==> config.mk <==
export PLATFORM = sky130hd
export DESIGN_NAME = adc_capture_engine
export DESIGN_NICKNAME = d
export VERILOG_FILES = /design/src/rtl/adc_cap_pkg.sv /design/src/rtl/adc_cap_rr_arb.sv /design/src/rtl/adc_capture_engine.sv
export SDC_FILE = /design/constraint.sdc
export NUM_CORES = 1
export LEC_CHECK = 0
export BUFFER_PORTS_ARGS = -buffer_cell sky130_fd_sc_hd__buf_2
export CORE_MARGIN = 8
export CORE_UTILIZATION = 50
export DETAILED_ROUTE_END_ITERATION = 16
export GPL_TIMING_DRIVEN = 0
export PLACE_DENSITY = 0.87
export SETUP_SLACK_MARGIN = 0.1
export SLEW_MARGIN = 20
export SYNTH_ARGS = -nofsm -noshare
export SYNTH_HDL_FRONTEND = slang
export SYNTH_SLANG_ARGS = --single-unit
==> constraint.sdc <==
create_clock -name wb_clk_i -period 2.85 [get_ports wb_clk_i]
set_clock_uncertainty 0.1 [all_clocks]
set_input_delay 0 -clock wb_clk_i [delete_from_list [all_inputs] [get_ports wb_clk_i]]
set_output_delay 0 -clock wb_clk_i [all_outputs]
set_load 0.05 [all_outputs]
==> src/rtl/adc_cap_pkg.sv <==
// Shared types and helpers for the ADC capture engine.
package adc_cap_pkg;

   // Capture controller states
   typedef enum logic [1:0] {
      CAP_IDLE = 2'd0,
      CAP_RUN  = 2'd1,
      CAP_DONE = 2'd2
   } cap_state_e;

   // Width of the source-channel tag placed in the sample MSBs when tagging is built in
   localparam int TAG_W = 3;

   // Index width that never collapses to zero bits
   function automatic int clog2_min1(input int n);
      return (n <= 1) ? 1 : $clog2(n);
   endfunction

endpackage

==> src/rtl/adc_cap_rr_arb.sv <==
// Round-robin arbiter: one grant per cycle, search starts at the channel after the
// last granted one. The pointer only moves when something is granted.
module adc_cap_rr_arb
   import adc_cap_pkg::*;
#(
   parameter int N  = 3,
   parameter int IW = clog2_min1(N)
) (
   input  logic          clk_i,
   input  logic          rst_ni,
   input  logic [N-1:0]  req_i,
   output logic [N-1:0]  gnt_o,
   output logic [IW-1:0] idx_o,
   output logic          vld_o
);

   logic [IW-1:0] ptr_q, ptr_d;

   // Pick the first requester at or after the pointer, wrapping around
   always_comb begin
      int  c;
      logic found;
      gnt_o = '0;
      idx_o = '0;
      found = 1'b0;
      c     = 0;
      for (int k = 0; k < N; k++) begin
         c = (int'(ptr_q) + k) % N;
         if (!found && req_i[c]) begin
            found    = 1'b1;
            gnt_o[c] = 1'b1;
            idx_o    = IW'(c);
         end
      end
      vld_o = found;
      ptr_d = ptr_q;
      if (found) begin
         ptr_d = (idx_o == IW'(N - 1)) ? '0 : idx_o + IW'(1);
      end
   end

   // Pointer register
   always_ff @(posedge clk_i or negedge rst_ni) begin
      if (!rst_ni) begin
         ptr_q <= '0;
      end else begin
         ptr_q <= ptr_d;
      end
   end

endmodule

==> src/rtl/adc_capture_engine.sv <==
// N-channel ADC capture engine: per-channel hold registers, round-robin arbitration
// and bank-rotating SRAM writes with single-shot or ping-pong capture.
// Build option: define ADC_CAP_TAG_EN to replace the top TAG_W data bits with the
// source channel index.
module adc_capture_engine
   import adc_cap_pkg::*;
#(
   parameter int NCH   = 3,
   parameter int DW    = 32,
   parameter int AW    = 9,
   parameter int NBANK = 2,
   parameter int BW    = clog2_min1(NBANK)
) (
   input  logic              wb_clk_i,
   input  logic              wb_rst_ni,
   input  logic              start_i,
   input  logic              stop_i,
   input  logic              pingpong_i,
   input  logic [AW-1:0]     last_addr_i,
   input  logic [NCH-1:0]    ch_en_i,
   input  logic [NCH-1:0]    adc_dvalid_i,
   input  logic [NCH*DW-1:0] adc_dat_i,
   output logic [NBANK-1:0]  mem_wenb_o,
   output logic [AW-1:0]     mem_waddr_o,
   output logic [DW-1:0]     mem_data_o,
   output logic [DW/8-1:0]   mem_wmask_o,
   output logic              busy_o,
   output logic [BW-1:0]     bank_o,
   output logic              irq_o,
   output logic [NCH-1:0]    ovf_o
);

   localparam int IW = clog2_min1(NCH);

   cap_state_e             state_q, state_d;
   logic                   pp_q;
   logic [AW-1:0]          last_q;
   logic [NCH-1:0]         chen_q;
   logic [NCH-1:0]         hold_vld_q, hold_vld_d;
   logic [NCH-1:0][DW-1:0] hold_dat_q, hold_dat_d;
   logic [NCH-1:0]         ovf_q, ovf_d;
   logic [AW-1:0]          waddr_q, waddr_d;
   logic [BW-1:0]          bank_q, bank_d;
   logic [NBANK-1:0]       wenb_q, wenb_d;
   logic [AW-1:0]          maddr_q, maddr_d;
   logic [DW-1:0]          mdata_q, mdata_d;
   logic                   irq_q, irq_d;

   logic                   run, start_acc, wr_en, full_last, flush;
   logic [NCH-1:0]         load, arb_req, arb_gnt;
   logic [IW-1:0]          arb_idx;
   logic                   arb_vld;
   logic [DW-1:0]          sel_dat, wr_word;

   assign run     = (state_q == CAP_RUN);
   // No grant on the stop cycle so nothing new is registered after an abort
   assign arb_req = hold_vld_q & {NCH{run && !stop_i}};

   adc_cap_rr_arb #(.N(NCH), .IW(IW)) u_arb (
      .clk_i  (wb_clk_i),
      .rst_ni (wb_rst_ni),
      .req_i  (arb_req),
      .gnt_o  (arb_gnt),
      .idx_o  (arb_idx),
      .vld_o  (arb_vld)
   );

   assign wr_en     = arb_vld;
   assign full_last = wr_en && (waddr_q == last_q) && (bank_q == BW'(NBANK - 1));
   assign sel_dat   = hold_dat_q[arb_idx];

`ifdef ADC_CAP_TAG_EN
   assign wr_word = {TAG_W'(arb_idx), sel_dat[DW-TAG_W-1:0]};
`else
   assign wr_word = sel_dat;
`endif

   // FSM next state; start is honoured only from IDLE/DONE and loses to stop
   always_comb begin
      state_d   = state_q;
      start_acc = 1'b0;
      case (state_q)
         CAP_IDLE, CAP_DONE: begin
            if (start_i && !stop_i) begin
               state_d   = CAP_RUN;
               start_acc = 1'b1;
            end
         end
         CAP_RUN: begin
            if (stop_i) begin
               state_d = CAP_IDLE;
            end else if (full_last && !pp_q) begin
               state_d = CAP_DONE;
            end
         end
         default: state_d = CAP_IDLE;
      endcase
   end

   // Hold registers and overrun flags; a load into a full, ungranted register overwrites it
   always_comb begin
      flush      = start_acc || (run && stop_i) || (full_last && !pp_q);
      load       = adc_dvalid_i & chen_q & {NCH{run}};
      hold_vld_d = (hold_vld_q & ~arb_gnt) | load;
      ovf_d      = ovf_q | (load & hold_vld_q & ~arb_gnt);
      hold_dat_d = hold_dat_q;
      for (int c = 0; c < NCH; c++) begin
         if (load[c]) begin
            hold_dat_d[c] = adc_dat_i[c*DW +: DW];
         end
      end
      if (flush) begin
         hold_vld_d = '0;
      end
      if (start_acc) begin
         ovf_d = '0;
      end
   end

   // Write port, address counter and bank rotation
   always_comb begin
      waddr_d = waddr_q;
      bank_d  = bank_q;
      irq_d   = 1'b0;
      wenb_d  = '1;
      maddr_d = maddr_q;
      mdata_d = mdata_q;
      if (start_acc) begin
         waddr_d = '0;
         bank_d  = '0;
      end else if (wr_en) begin
         wenb_d  = ~(NBANK'(1) << bank_q);
         maddr_d = waddr_q;
         mdata_d = wr_word;
         if (waddr_q == last_q) begin
            waddr_d = '0;
            irq_d   = 1'b1;
            if (bank_q == BW'(NBANK - 1)) begin
               bank_d = pp_q ? '0 : bank_q;
            end else begin
               bank_d = bank_q + BW'(1);
            end
         end else begin
            waddr_d = waddr_q + AW'(1);
         end
      end
   end

   // Control and output registers
   always_ff @(posedge wb_clk_i or negedge wb_rst_ni) begin
      if (!wb_rst_ni) begin
         state_q    <= CAP_IDLE;
         pp_q       <= 1'b0;
         last_q     <= '0;
         chen_q     <= '0;
         hold_vld_q <= '0;
         ovf_q      <= '0;
         waddr_q    <= '0;
         bank_q     <= '0;
         wenb_q     <= '1;
         maddr_q    <= '0;
         mdata_q    <= '0;
         irq_q      <= 1'b0;
      end else begin
         state_q    <= state_d;
         if (start_acc) begin
            pp_q   <= pingpong_i;
            last_q <= last_addr_i;
            chen_q <= ch_en_i;
         end
         hold_vld_q <= hold_vld_d;
         ovf_q      <= ovf_d;
         waddr_q    <= waddr_d;
         bank_q     <= bank_d;
         wenb_q     <= wenb_d;
         maddr_q    <= maddr_d;
         mdata_q    <= mdata_d;
         irq_q      <= irq_d;
      end
   end

   // Sample payload; validity is tracked separately so no reset is needed here
   always_ff @(posedge wb_clk_i) begin
      hold_dat_q <= hold_dat_d;
   end

   assign mem_wenb_o  = wenb_q;
   assign mem_waddr_o = maddr_q;
   assign mem_data_o  = mdata_q;
   assign mem_wmask_o = '1;
   assign busy_o      = run;
   assign bank_o      = bank_q;
   assign irq_o       = irq_q;
   assign ovf_o       = ovf_q;

endmodule
==> metrics.txt, run 1 <==
status=complete, no violations; GRT overflow=0; register area share after synthesis=70.3%; CTS sink count=173; share of cells above drive strength 1=29.6%; worst path bufs/invs=2; Synth Area in Simple Gates=10.9%; Initial Util=51.5%; Fin Hold WS=0.0172 ns; slowest CP cell=dfrtp_1; crit end category=flop; H-tree depth=4; Rows=42; Horiz. Die Dim=133 microns; vias in the first global route=6075; Clock Tree Root=clkbuf_16; crit-path max cell delay=0.43 ns; R2R Setup Slk=0.18 ns; Req. time, crit path=3.05 ns; Synth Area in Compound Gates=12.3%; Iter 0 DRT Violations=492; period utilisation layout=93.8%; Fillers=803; Syn Area/Cell=12.7 sq um; Cell Chain, Critical Path=inv_1, ha_4, mux2_4, mux2_4, o21ai_4, nand2_4, buf_2, o22ai_1, a21oi_1; Post-Synthesis Cells=540; I/O pin count=169; core box area=13300 sq um; Max VDD drop=813 uV; leading post-synthesis cells by cell area=edfxtp_1 42%, dfrtp_1 27%, nand2_1 6.7%, a21oi_1 5.6%, o22ai_1 3.0%; biggest area consumer among synthesized cells=edfxtp_1; Final nets=966; GPL Wtd Cong=0.902; measured slew at the worst slew-check pin=0.795 ns; Warnings, synthesis=0; Unique masters post-synth=57; ys flop type=edfxtp_1; DR WL/cell=21.2 microns; pin count of the biggest net entering global routing=52; CP Max Fanout=10; Pwr Total=0.00830 W; cts bufs inserted=17; class of the worst hold path=primary input to async pin; CTS max path bufs=2; fraction of registers with async set/reset=44.5%; Via Count=5717; vias per std cell=5.52; GR Util All Layers=25.1%; # DRC=0; Leak=4.13 nW; Clock Pin Slew Worst Setup and Hold Paths=0.07 ns; Setup Viol. Count Final=0; critical path class=flop to flop; #FFs+latches synth=173; Die Ht=133 microns; first-pass GRT wire length=34100 microns; CP dominant cell by count=mux2_4; final wirelength=22000 microns; initial antenna violation count=2; mux cell area share after synthesis=1.24%; total die area=17700 sq um; Final Hold Fails=0; Pwr per Cell Area=846 nW/um^2; area share of fa/ha/maj cells after synthesis=0.914%; Clk Latency, worst-skew pair=0.43 ns; Detailed Place HPWL=12400 microns; CTS tree=yes; CP delay by family, top=multiplexers; Area Overhead vs Synth=43.2%; Port Buffers=164; Final TNS setup=0 ns; max_cap viols=0; DR pass1 iterations=5; FMAX=374 MHz; Final Max Slew Viols=0; Final ANT Viol Nets=0; data arrival time at the worst-slack endpoint=2.87 ns; mapped cell area=6850 sq um; Post-synth EDFFs=96; xor and xnor area share after synthesis=1.15%; max_slew headroom=47.0%; top-area cell type share of the netlist area=42.1%; RSZ-0062 raised after global routing=no; startpoint types=flop; fin crit period=2.67 ns; main combinational cell family by area after synthesis=compound AO/OA/AOI/OAI gates
metal layers:
| metal | share of wire (%) | GRT usage (%) | wire length, microns | up-vias |
|---|---|---|---|---|
| li1 | - | - | - | 2559 |
| met1 | 38 | 29.6 | 8400 | 2750 |
| met2 | 50 | 42.0 | 11100 | 360 |
| met3 | 8.7 | 8.18 | 1920 | 48 |
| met4 | 2.6 | 9.02 | 569 | 0 |
| met5 | 0 | 0 | 0 | - |
flip-flops by register name, indices dropped and copies added (netlist names):
signal       count
mem_wenb_o       2
hold_vld_q       3
chen_q           3
mem_data_o      32
irq_o            1
hold_dat_q      96
waddr_q          9
last_q           9
ovf_o            3
state_q          2
bank_o           1
u_arb.ptr_q      2
pp_q             1
mem_waddr_o      9
worst reg2reg max path: stages (launching register included):
cell	delay (ns)
dfrtp_1	0.43
inv_1	0.15
ha_4	0.21
mux2_4	0.34
mux2_4	0.31
o21ai_4	0.22
nand2_4	0.16
buf_2	0.25
o22ai_1	0.27
a21oi_1	0.09
placed cells by master (no fill, tap or decap), types with 4 or more instances in the layout:
cell | Yosys | routed
buf_6 | 5 | 5
nor2_1 | 10 | 10
clkbuf_1 | 11 | 7
nand2_1 | 122 | 121
edfxtp_1 | 96 | 96
inv_1 | 10 | 7
dfrtp_1 | 75 | 75
o22ai_1 | 33 | 33
o21a_1 | 4 | 4
buf_2 | 8 | 169
inv_6 | 0 | 5
o32ai_1 | 4 | 4
a21oi_1 | 76 | 76
nand4_1 | 4 | 4
clkbuf_2 | 0 | 5
xor2_1 | 7 | 7
clkbuf_16 | 0 | 17
nor2b_1 | 4 | 4
buf_4 | 5 | 8
nand3_1 | 7 | 7
dlygate4sd3_1 | 0 | 114
conb_1 | 1 | 4
area by class of cell:
class | count | area, sq um | area share, %
Tap cell | 176 | 220 | 2.24
Clock buffer | 18 | 429 | 4.38
Antenna cell | 2 | 5.00 | 0.0510
Inverter | 10 | 37.5 | 0.383
Sequential cell | 173 | 4810 | 49.1
Timing Repair Buffer | 284 | 2070 | 21.1
Clock inverter | 14 | 156 | 1.59
Multi-Input combinational cell | 331 | 1900 | 19.4
Buffer | 28 | 179 | 1.82
where the power goes:
group	internal [W]	switching, W
Clock	0.00131	0.00102
Combinational	0.000852	0.00182
Sequential	0.00303	0.000259
path summary, 6_finish.rpt:
| check | start | end | depth (start not counted) |
|---|---|---|---|
| min in group wb_clk_i | adc_dvalid_i[2] | hold_dat_q[70] | 2 |
| max in group asynchronous | wb_rst_ni | mem_wenb_o[0] | 3 |
| max | u_arb.ptr_q[1] | mem_data_o[27] | 9 |
| min reg2reg | mem_waddr_o[7] | mem_waddr_o[7] | 2 |
| max reg2reg | u_arb.ptr_q[1] | mem_data_o[27] | 9 |
| min | wb_rst_ni | mem_data_o[12] | 3 |
what timing repair did:
item / CTS / global route
hold buffers: 114 / 1
buffers inserted: 1 / 1
endpoints found under the hold margin: 190 / 1
gates resized for setup: 5 / 16
setup endpoints to repair: 23 / 30
pin swaps: 1 / 0
Yosys cell counts (2+ instances only):
cell / n
buf_4: 5
a21oi_1: 76
clkbuf_1: 11
nand3_1: 7
dfstp_2: 2
and3_1: 2
mux2i_1: 3
nor2b_1: 4
ha_1: 5
inv_1: 10
xor2_1: 7
nand4_1: 4
nor2_1: 10
o21a_1: 4
mux2_4: 2
o32ai_1: 4
buf_2: 8
o22ai_1: 33
o21ai_0: 2
nor3b_1: 2
o21ai_2: 2
a31oi_1: 3
a41oi_1: 3
buf_6: 5
edfxtp_1: 96
dfrtp_1: 75
nand2_1: 122
nor3_1: 3
xnor2_1: 2
per-stage QoR:
step | area, sq um | worst slack, ns | utilization [%] | std cells
floorplan | 6860 | 0.340 | - | 543
global placement | 7900 | 0.0279 | 59.4 | 883
detailed placement | 7970 | -0.0469 | 60.0 | 886
CTS | 9730 | 0.130 | 73.2 | 1033
global route | 9810 | 0.0560 | 73.8 | 1036
finish | 9810 | 0.178 | 73.8 | 1036
logic make-up (layout without fill, tap and decap cells):
| family | count (synthesis) | after routing |
|---|---|---|
| xor+xnor | 9 | 9 |
| buf+inv | 39 | 354 |
| mux | 7 | 7 |
| other cells | 1 | 6 |
| compound gates | 138 | 138 |
| flops | 173 | 173 |
| simple gates | 168 | 168 |
| fa+ha+maj | 5 | 5 |
(Power assumes the default switching activity.)
==> run 2: changes to the inputs <==
- ABC_AREA: not set -> 0
- clock period: 2.85 -> 2.6 ns (I/O delays scaled with it)
==> metrics.txt, run 2 (synthesized netlist as in run 1, its figures left out) <==
first-pass GRT wire length=35200 microns; pin count of the biggest net entering global routing=46; CTS sink count=173; CTS max path bufs=2; critical path class=flop to flop; RSZ-0062 raised after global routing=yes; fin cells=1050; GRT overflow=0; Req. time, crit path=2.86 ns; initial antenna violation count=1; WHS Endpoint=bank_o; Clock Tree Root=clkbuf_16; vias in the first global route=6257; worst path bufs/invs=3; total die area=17700 sq um; reg2reg start=u_arb.ptr_q[1]; Pwr per Cell Area=938 nW/um^2; final wirelength=23300 microns; Reg with most FFs=hold_dat_q; GPL Wtd Cong=0.897; most frequent cells in the layout=165 x buf_2, 119 x nand2_1, 119 x dlygate4sd3_1; H-tree depth=4; vias per std cell=5.65; CTS tree=yes; max_cap viols=0; startpoint types=flop; Final ANT Viol Nets=0; data arrival time at the worst-slack endpoint=2.83 ns; Fillers=762; placed inst area=7960 sq um; crit-path max cell delay=0.43 ns; cts bufs inserted=17; Clock Pin Slew Worst Setup and Hold Paths=0.09 ns; Final Core Density=76.6%; Multi-input gate area=2070 sq um; Detailed Place HPWL=12300 microns; I/O pin count=169; CP delay by family, top=compound AO/OA/AOI/OAI gates; worst r2r dst=mem_data_o[14]; DP Cell Count=885; slowest CP cell=dfrtp_1; Hold Startpoint=start_i; class of the worst hold path=primary input to flop; Rows=42; Clk Latency, worst-skew pair=0.45 ns; Pwr Total=0.00956 W; measured slew at the worst slew-check pin=0.959 ns; worst hold path cell count=3; period utilisation layout=99.0%; Port Buffers=164; # DRC=0; FMAX=388 MHz; share of cells above drive strength 1=33.6%; Final Max Slew Viols=0; R2R Setup Slk=0.03 ns; Leak=4.25 nW; register cell area after layout=4810 sq um; R2R cell count=10; final instance area=10200 sq um; Max VDD drop=826 uV; GR Util All Layers=25.9%; Die Ht=133 microns; Largest register FFs=96; Final Hold Fails=0; Setup Viol. Count Final=0; max_slew headroom=36.1%; Final nets=981; status=complete, no violations; Fin Hold WS=0.0349 ns; Initial Util=51.5%; Iter 0 DRT Violations=592; Via Count=5936; DR WL/cell=22.2 microns; DR pass1 iterations=5; crit end category=flop; CP Max Fanout=8; commonest non-fill, non-tap cell in the layout=buf_2; Horiz. Die Dim=133 microns; Area Overhead vs Synth=48.8%; fin crit period=2.57 ns; core box area=13300 sq um; Cell Chain, Critical Path=inv_2, ha_4, mux2_4, mux2_4, o21a_4, o21ai_4, buf_12, buf_6, a21oi_1, a21oi_1
[run 2: cell count changes in the layout (fill, tap and decap cells not counted), moves of 4 or more]
cell	previous run	this run
buf_4	8	15
o22ai_1	33	28
a21oi_2	0	16
o22ai_2	0	5
buf_6	5	9
dlygate4sd3_1	114	119
buf_2	169	165
a21oi_1	76	58
inv_8	1	5
[run 2: how the worst max path moves through the flow]
stage	start	endpoint	slack, ns	cells past startpoint
6_report	u_arb.ptr_q[1]	mem_data_o[14]	0.03	10
5_1_grt	u_arb.ptr_q[0]	mem_data_o[14]	-0.06	9
4_1_cts	u_arb.ptr_q[1]	mem_data_o[23]	0.1	9
3_5_place_dp	u_arb.ptr_q[1]	mem_data_o[8]	-0.16	9
3_3_place_gp	u_arb.ptr_q[1]	mem_data_o[11]	-0.13	9
2_1_floorplan	u_arb.ptr_q[0]	mem_data_o[11]	0.27	10
[run 2: where the power goes]
part           switching (W)  internal (W)  total [W]  leakage (nW)
Clock                0.00121       0.00147    0.00268         0.302
Combinational        0.00213       0.00112    0.00325          2.12
Sequential          0.000310       0.00332    0.00363          1.83
[run 2: per-layer routing]
| metal | global-route usage [%] | vias to the layer above | share of wire [%] |
|---|---|---|---|
| met5 | 1.46 | - | 0 |
| met4 | 11.2 | 0 | 3.7 |
| met3 | 8.33 | 62 | 9.9 |
| met2 | 43.2 | 426 | 51 |
| met1 | 30.1 | 2850 | 36 |
| li1 | - | 2598 | - |
[run 2: what timing repair did]
item,4_1_cts,5_1_grt
gates resized for setup,19,56
hold buffers,120,0
pin swaps,1,28
cloned,0,3
endpoints found under the setup margin,49,47
buffers inserted,1,9
hold endpoints to repair,193,0
[run 2: worst register-to-register path: cells and delay by family, from the launching register on]
| kind | cells | cell delay (ns) |
|---|---|---|
| fa+ha+maj | 1 | 0.19 |
| compound gates | 4 | 0.69 |
| buf+inv | 3 | 0.40 |
| flops | 1 | 0.43 |
| mux | 2 | 0.67 |
[run 2: cell type report]
class / instances / area share, %
Timing Repair Buffer: 299 / 21.8
Antenna cell: 1 / 0.0246
Multi-Input combinational cell: 331 / 20.3
Tap cell: 176 / 2.16
Clock buffer: 17 / 4.17
Inverter: 10 / 0.368
Buffer: 28 / 2.11
Sequential cell: 173 / 47.2
Clock inverter: 15 / 1.85
[run 2: metrics by stage]
step / setup slack, ns / setup TNS, ns
2_1_floorplan: 0.270 / 0
5_1_grt: -0.0573 / -0.0573
3_5_place_dp: -0.162 / -3.29
3_3_place_gp: -0.126 / -2.49
4_1_cts: 0.0962 / 0
6_report: 0.0260 / 0
